[config.mk]
export PLATFORM = sky130hd
export DESIGN_NAME = rr_share_arbiter
export DESIGN_NICKNAME = d
export VERILOG_FILES = /design/src/rtl/rr_share_arbiter_pkg.sv /design/src/rtl/rr_share_arbiter_rr_pick.sv /design/src/rtl/rr_share_arbiter.sv
export SDC_FILE = /design/constraint.sdc
export NUM_CORES = 1
export LEC_CHECK = 0
export ABC_AREA = 1
export CAP_MARGIN = 0
export CORE_MARGIN = 2
export CORE_UTILIZATION = 44
export DETAILED_ROUTE_END_ITERATION = 8
export GPL_TIMING_DRIVEN = 0
export PLACE_DENSITY = 0.75
export SYNTH_ARGS = -nofsm -noshare
export SYNTH_HDL_FRONTEND = slang
export SYNTH_SLANG_ARGS = --single-unit
export TNS_END_PERCENT = 30
[constraint.sdc]
create_clock -name clk -period 2.4 [get_ports clk]
set_clock_uncertainty 0.1 [all_clocks]
set_input_delay 0.36 -clock clk [delete_from_list [all_inputs] [get_ports clk]]
set_output_delay 0.36 -clock clk [all_outputs]
set_load 0.01 [all_outputs]
[src/rtl/rr_share_arbiter_pkg.sv]
// Shared types and helpers for the round-robin share arbiter.
// Used by rr_share_arbiter and rr_pick.
package share_arb_pkg;

    typedef enum logic {
        EMPTY = 1'b0,
        FULL  = 1'b1
    } share_arb_state_t;

    localparam int MAX_REQ = 32;

    // Index width for n requesters; a single requester still needs one bit.
    function automatic int idx_width(input int n);
        return (n > 1) ? $clog2(n) : 1;
    endfunction

endpackage

[src/rtl/rr_share_arbiter_rr_pick.sv]
// Rotate-priority encoder: first requester found scanning ptr, ptr+1, ...
// wrapping from N-1 back to 0. Purely combinational.
module rr_pick
    import share_arb_pkg::*;
#(
    parameter  int N     = 4,
    localparam int IDX_W = idx_width(N)
) (
    input  logic [N-1:0]     req,
    input  logic [IDX_W-1:0] ptr,
    output logic             gnt_vld,
    output logic [IDX_W-1:0] gnt_idx
);

    logic [IDX_W-1:0] w_pos;

    // Scan downward so the position closest to ptr is the last to write gnt_idx.
    always_comb begin
        gnt_vld = |req;
        gnt_idx = '0;
        w_pos   = '0;
        for (int k = N - 1; k >= 0; k--) begin
            w_pos = IDX_W'((int'(ptr) + k) % N);
            if (req[w_pos]) begin
                gnt_idx = w_pos;
            end
        end
    end

endmodule

[src/rtl/rr_share_arbiter.sv]
// Round-robin arbiter sharing one valid/ready consumer between N producers,
// with a one-entry registered output stage.
// Optional feature macro: SHARE_ARB_LOCK_EN (adds in_lock and grant locking).
//
// state | meaning
// EMPTY | output register free, out_valid=0
// FULL  | output register holds a payload, out_valid=1
module rr_share_arbiter
    import share_arb_pkg::*;
#(
    parameter  type T     = bit,
    parameter  int  N     = 4,
    localparam int  IDX_W = idx_width(N)
) (
    input  logic             clk,
    input  logic             rst,
    input  logic [N-1:0]     in_valid,
    output logic [N-1:0]     in_ready,
    input  T                 in_data [N],
    output logic             out_valid,
    input  logic             out_ready,
    output T                 out_data,
    output logic [IDX_W-1:0] out_idx
`ifdef SHARE_ARB_LOCK_EN
    ,
    input  logic [N-1:0]     in_lock
`endif
);

    share_arb_state_t r_state;
    share_arb_state_t w_state_nxt;
    logic [IDX_W-1:0] r_ptr;
    logic [IDX_W-1:0] w_ptr_nxt;
    T                 r_data;
    logic [IDX_W-1:0] r_idx;

    logic [N-1:0]     w_req;
    logic [N-1:0]     w_sel;
    logic             w_gnt_vld;
    logic [IDX_W-1:0] w_gnt_idx;
    T                 w_gnt_data;
    logic             w_slot_free;
    logic             w_accept;
    logic             w_advance;

`ifdef SHARE_ARB_LOCK_EN
    logic             r_lock_act;
    logic [IDX_W-1:0] r_lock_idx;
    logic             w_gnt_lock;

    // While locked, only the lock holder is visible to the picker.
    always_comb begin
        w_req = in_valid;
        if (r_lock_act) begin
            for (int i = 0; i < N; i++) begin
                w_req[i] = in_valid[i] & (r_lock_idx == IDX_W'(i));
            end
        end
    end

    assign w_gnt_lock = |(in_lock & w_sel);
    // A locked accept keeps ptr frozen; rotation resumes from the unlocking accept.
    assign w_advance  = w_accept & ~w_gnt_lock;

    // Lock holder is captured on every accept; the lock bit follows in_lock of that accept.
    always_ff @(posedge clk) begin
        if (rst) begin
            r_lock_act <= 1'b0;
            r_lock_idx <= '0;
        end else if (w_accept) begin
            r_lock_act <= w_gnt_lock;
            r_lock_idx <= w_gnt_idx;
        end
    end
`else
    assign w_req     = in_valid;
    assign w_advance = w_accept;
`endif

    rr_pick #(
        .N (N)
    ) u_pick (
        .req     (w_req),
        .ptr     (r_ptr),
        .gnt_vld (w_gnt_vld),
        .gnt_idx (w_gnt_idx)
    );

    // One-hot of the picked index plus the matching payload.
    always_comb begin
        w_sel      = '0;
        w_gnt_data = in_data[0];
        for (int i = 0; i < N; i++) begin
            w_sel[i] = (w_gnt_idx == IDX_W'(i));
            if (w_gnt_idx == IDX_W'(i)) begin
                w_gnt_data = in_data[i];
            end
        end
    end

    assign w_slot_free = (r_state == EMPTY) | out_ready;
    assign w_accept    = ~rst & w_slot_free & w_gnt_vld;
    assign in_ready    = w_accept ? w_sel : '0;
    assign out_valid   = (r_state == FULL);
    assign out_data    = r_data;
    assign out_idx     = r_idx;

    // Next-state: fill on accept, drain only when the consumer takes it and nothing refills.
    always_comb begin
        w_state_nxt = r_state;
        case (r_state)
            EMPTY:   if (w_accept) w_state_nxt = FULL;
            FULL:    if (out_ready && !w_accept) w_state_nxt = EMPTY;
            default: w_state_nxt = EMPTY;
        endcase
    end

    // State register.
    always_ff @(posedge clk) begin
        if (rst) begin
            r_state <= EMPTY;
        end else begin
            r_state <= w_state_nxt;
        end
    end

    // Rotation pointer moves just past the requester that was served.
    always_comb begin
        w_ptr_nxt = r_ptr;
        if (w_advance) begin
            w_ptr_nxt = (w_gnt_idx == IDX_W'(N - 1)) ? '0 : w_gnt_idx + IDX_W'(1);
        end
    end

    // Pointer register.
    always_ff @(posedge clk) begin
        if (rst) begin
            r_ptr <= '0;
        end else begin
            r_ptr <= w_ptr_nxt;
        end
    end

    // Output stage loads on accept and otherwise holds, which keeps data stable under backpressure.
    always_ff @(posedge clk) begin
        if (rst) begin
            r_data <= '0;
            r_idx  <= '0;
        end else if (w_accept) begin
            r_data <= w_gnt_data;
            r_idx  <= w_gnt_idx;
        end
    end

endmodule

==> impl_metrics.env <==
export IMPL_diodes=0
export IMPL_slew_violations=0
export IMPL_grt_pass1_vias=527
export IMPL_cts_buffers=3
export IMPL_cts_clk_slew_worst_paths_ns=0.04
export IMPL_area_growth_pct=45.45
export IMPL_layout_nets=129
export IMPL_drc=0
export IMPL_finalHoldViolCount=0
export IMPL_tritoncts="built"
export IMPL_cts_hold_buf=0
export IMPL_finalCritPeriodShare=0.9279
export IMPL_crit_top_cell="nand2_2"
export IMPL_setup_worst_path_end_class="output pin"
export IMPL_initial_core_util=0.4606
export IMPL_antenna_left=0
export IMPL_io_pin_count=19
export IMPL_crit_fanout=10
export IMPL_cp_top_family="simple AND/OR/NAND/NOR gates"
export IMPL_ff_latch_area_um2=121.4
export IMPL_hp_class="reg -> reg"
export IMPL_rsz0062_at_grt="no"
export IMPL_gr_total_overflow=0
export IMPL_dpl_worst_slack_ns=-0.4977
export IMPL_synth_warnings=0
export IMPL_dpl_hpwl_um=963.3
export IMPL_synth_nets=104
export IMPL_max_freq_mhz=449.0
export IMPL_fin_crit_ns=2.227
export IMPL_htreeDepth=1
export IMPL_drtIter0Drc=7
export IMPL_maxSlewHeadroom=0.8687
export IMPL_grt_pass1_wl_mm=1.918
export IMPL_grt_max_degree=11
export IMPL_wirelength_mm=1.227
export IMPL_firstDrtPassIters=4
export IMPL_nFillCells=118
export IMPL_drive_gt1_frac=0.4107
export IMPL_clockBufferDepth=2
export IMPL_timing_final_ws_setup_ns=0.1729
export IMPL_cp_cell_sequence="buf_6 -> inv_6 -> nand3_2 -> and2_4 -> nand3_2 -> nand2_2 -> nand2_2 -> nand2_2 -> inv_2 -> ha_2 -> inv_2 -> nor2_1 -> buf_2"
export IMPL_syn_area_per_cell_um2=6.650
export IMPL_ys_ff_latch=6
export IMPL_wl_per_cell_um=9.661
export IMPL_cap_violations=0
export IMPL_finalSetupViolCount=0
export IMPL_synth_edf_count=0
export IMPL_synth_main_ff_cell="dfxtp_1"
export IMPL_seq_area_frac_synth=0.2030
export IMPL_syn_area_um2=591.8
export IMPL_synth_distinct_cells=22
export IMPL_place_area_um2=790.8
export IMPL_peakVddDrop_mv=0.3615
export IMPL_num_vias=591
export IMPL_die_area_mm2=0.001654
export IMPL_crit_path_start_kind="register"
export IMPL_syn_instance_count=89
export IMPL_p_per_area_mw_per_mm2=581.5
export IMPL_slowest_delay_ns=0.30
export IMPL_leakage_nw=0.4499
export IMPL_cts_root_buffer="clkbuf_4"
export IMPL_die_width_um=40.68
export IMPL_worst_pin_slew_ns=0.1969
export IMPL_globalplace_congestion=0.8754
export IMPL_final_area_um2=860.8
export IMPL_cp_num_buf_inv=5
export IMPL_status="completed"
export IMPL_multiInputGateArea_um2=429.2
export IMPL_grt_antenna_before_repair=0
export IMPL_worstSetupPathType="reg -> out"
export IMPL_cpMaxStageDelayCell="dfxtp_1"
export IMPL_clkLatencyLatePin_ns=0.24
export IMPL_async_reset_ff_frac=0
export IMPL_required_ns=1.94
export IMPL_vias_per_cell=4.654
export IMPL_grt_usage=0.1746
export IMPL_cts_sinks=6
export IMPL_critPathArrivalTime_ns=1.77
export IMPL_core_area_mm2=0.001285
export IMPL_rows=13
export IMPL_port_buffers=18
export IMPL_fin_util=0.6699
export IMPL_die_h_um=40.68
## tightest hold or removal path: stages, from the launching register on
cell	delay (ns)
dfxtp_1	0.31
nand3_1	0.08
nand2_1	0.05
## state kept, by name, indices dropped and copies added (netlist names)
signal     count
out_valid      1
r_ptr          2
out_idx        2
out_data       1
## Yosys cell counts (2+ instances only)
cell	instances	area, µm²
ha_1	4	50.05
dfxtp_1	6	120.1
nand3_2	5	50.05
a21oi_1	2	10.01
nand3_1	6	30.03
nor2_1	6	22.52
inv_2	4	15.01
o21ai_0	4	20.02
nand2_2	4	25.02
nand2_1	22	82.58
inv_1	15	56.30
## worst paths after layout
path,from,end,slack [ns],cells past startpoint
max reg2reg,r_ptr[0]$_SDFFE_PP0P_,out_data$_SDFFE_PP0P_,0.47,15
max,r_ptr[0]$_SDFFE_PP0P_,in_ready[2],0.17,13
min reg2reg,out_idx[1]$_SDFFE_PP0P_,out_idx[1]$_SDFFE_PP0P_,0.37,2
min,out_idx[1]$_SDFFE_PP0P_,out_idx[1]$_SDFFE_PP0P_,0.37,2
## per-stage QoR
step / hold WS, ns / TNS [ns] / total power, W / std cells
2_1_floorplan: 0.3224 / 0 / 0.0003006 / 89
4_1_cts: 0.3797 / 0 / 0.0004986 / 126
6_report: 0.3745 / 0 / 0.0005006 / 127
3_3_place_gp: 0.3648 / -1.794 / 0.0003775 / 122
3_5_place_dp: 0.3728 / -1.939 / 0.0003830 / 122
5_1_grt: 0.4004 / 0 / 0.0005483 / 127
## layout by cell type, fill, tap and decap left out, types with 3 or more instances in the layout
master / n
buf_2: 4
clkbuf_4: 3
clkdlybuf4s50_1: 10
dfxtp_1: 5
ha_2: 3
inv_1: 9
inv_2: 10
nand2_1: 19
nand2_2: 6
nand3_1: 4
nand3_2: 6
nor2_1: 6
o21ai_0: 4
## logic make-up after synthesis
group,Yosys count,share of synthesized area
AND/OR/NAND/NOR,47,0.4186
buffers and inverters,21,0.1543
AO/OA/AOI/OAI,11,0.1395
flip-flops,6,0.2030
adder cells (fa/ha/maj),4,0.08457
## per-layer routing
layer	share of wire	track usage
met3	0.029	0.04891
met1	0.49	0.2020
met5	0	0
met4	0	0.05000
met2	0.48	0.3095
## area by class of cell
type | instances | area share
flip-flops and latches | 6 | 0.1410
well taps | 15 | 0.02180
clock buffers | 3 | 0.02616
repair buffers | 20 | 0.2064
inverters | 20 | 0.09302
multi-input cells | 62 | 0.4985
plain buffers | 1 | 0.01308
## timing repair
action	in CTS	in global routing
gates resized for setup	32	7
endpoints found under the setup margin	4	4
pin swaps	10	4
setup buffers	1	1
## report_power, final
group / switching [W] / leakage, nW / internal (W) / total [W]
sequential: 0.0000108 / 0.0503 / 0.000117 / 0.000128
clock: 0.0000343 / 0.0138 / 0.0000564 / 0.0000907
combinational: 0.000152 / 0.386 / 0.000130 / 0.000282
Note: power is estimated with default switching activity, not from simulation.
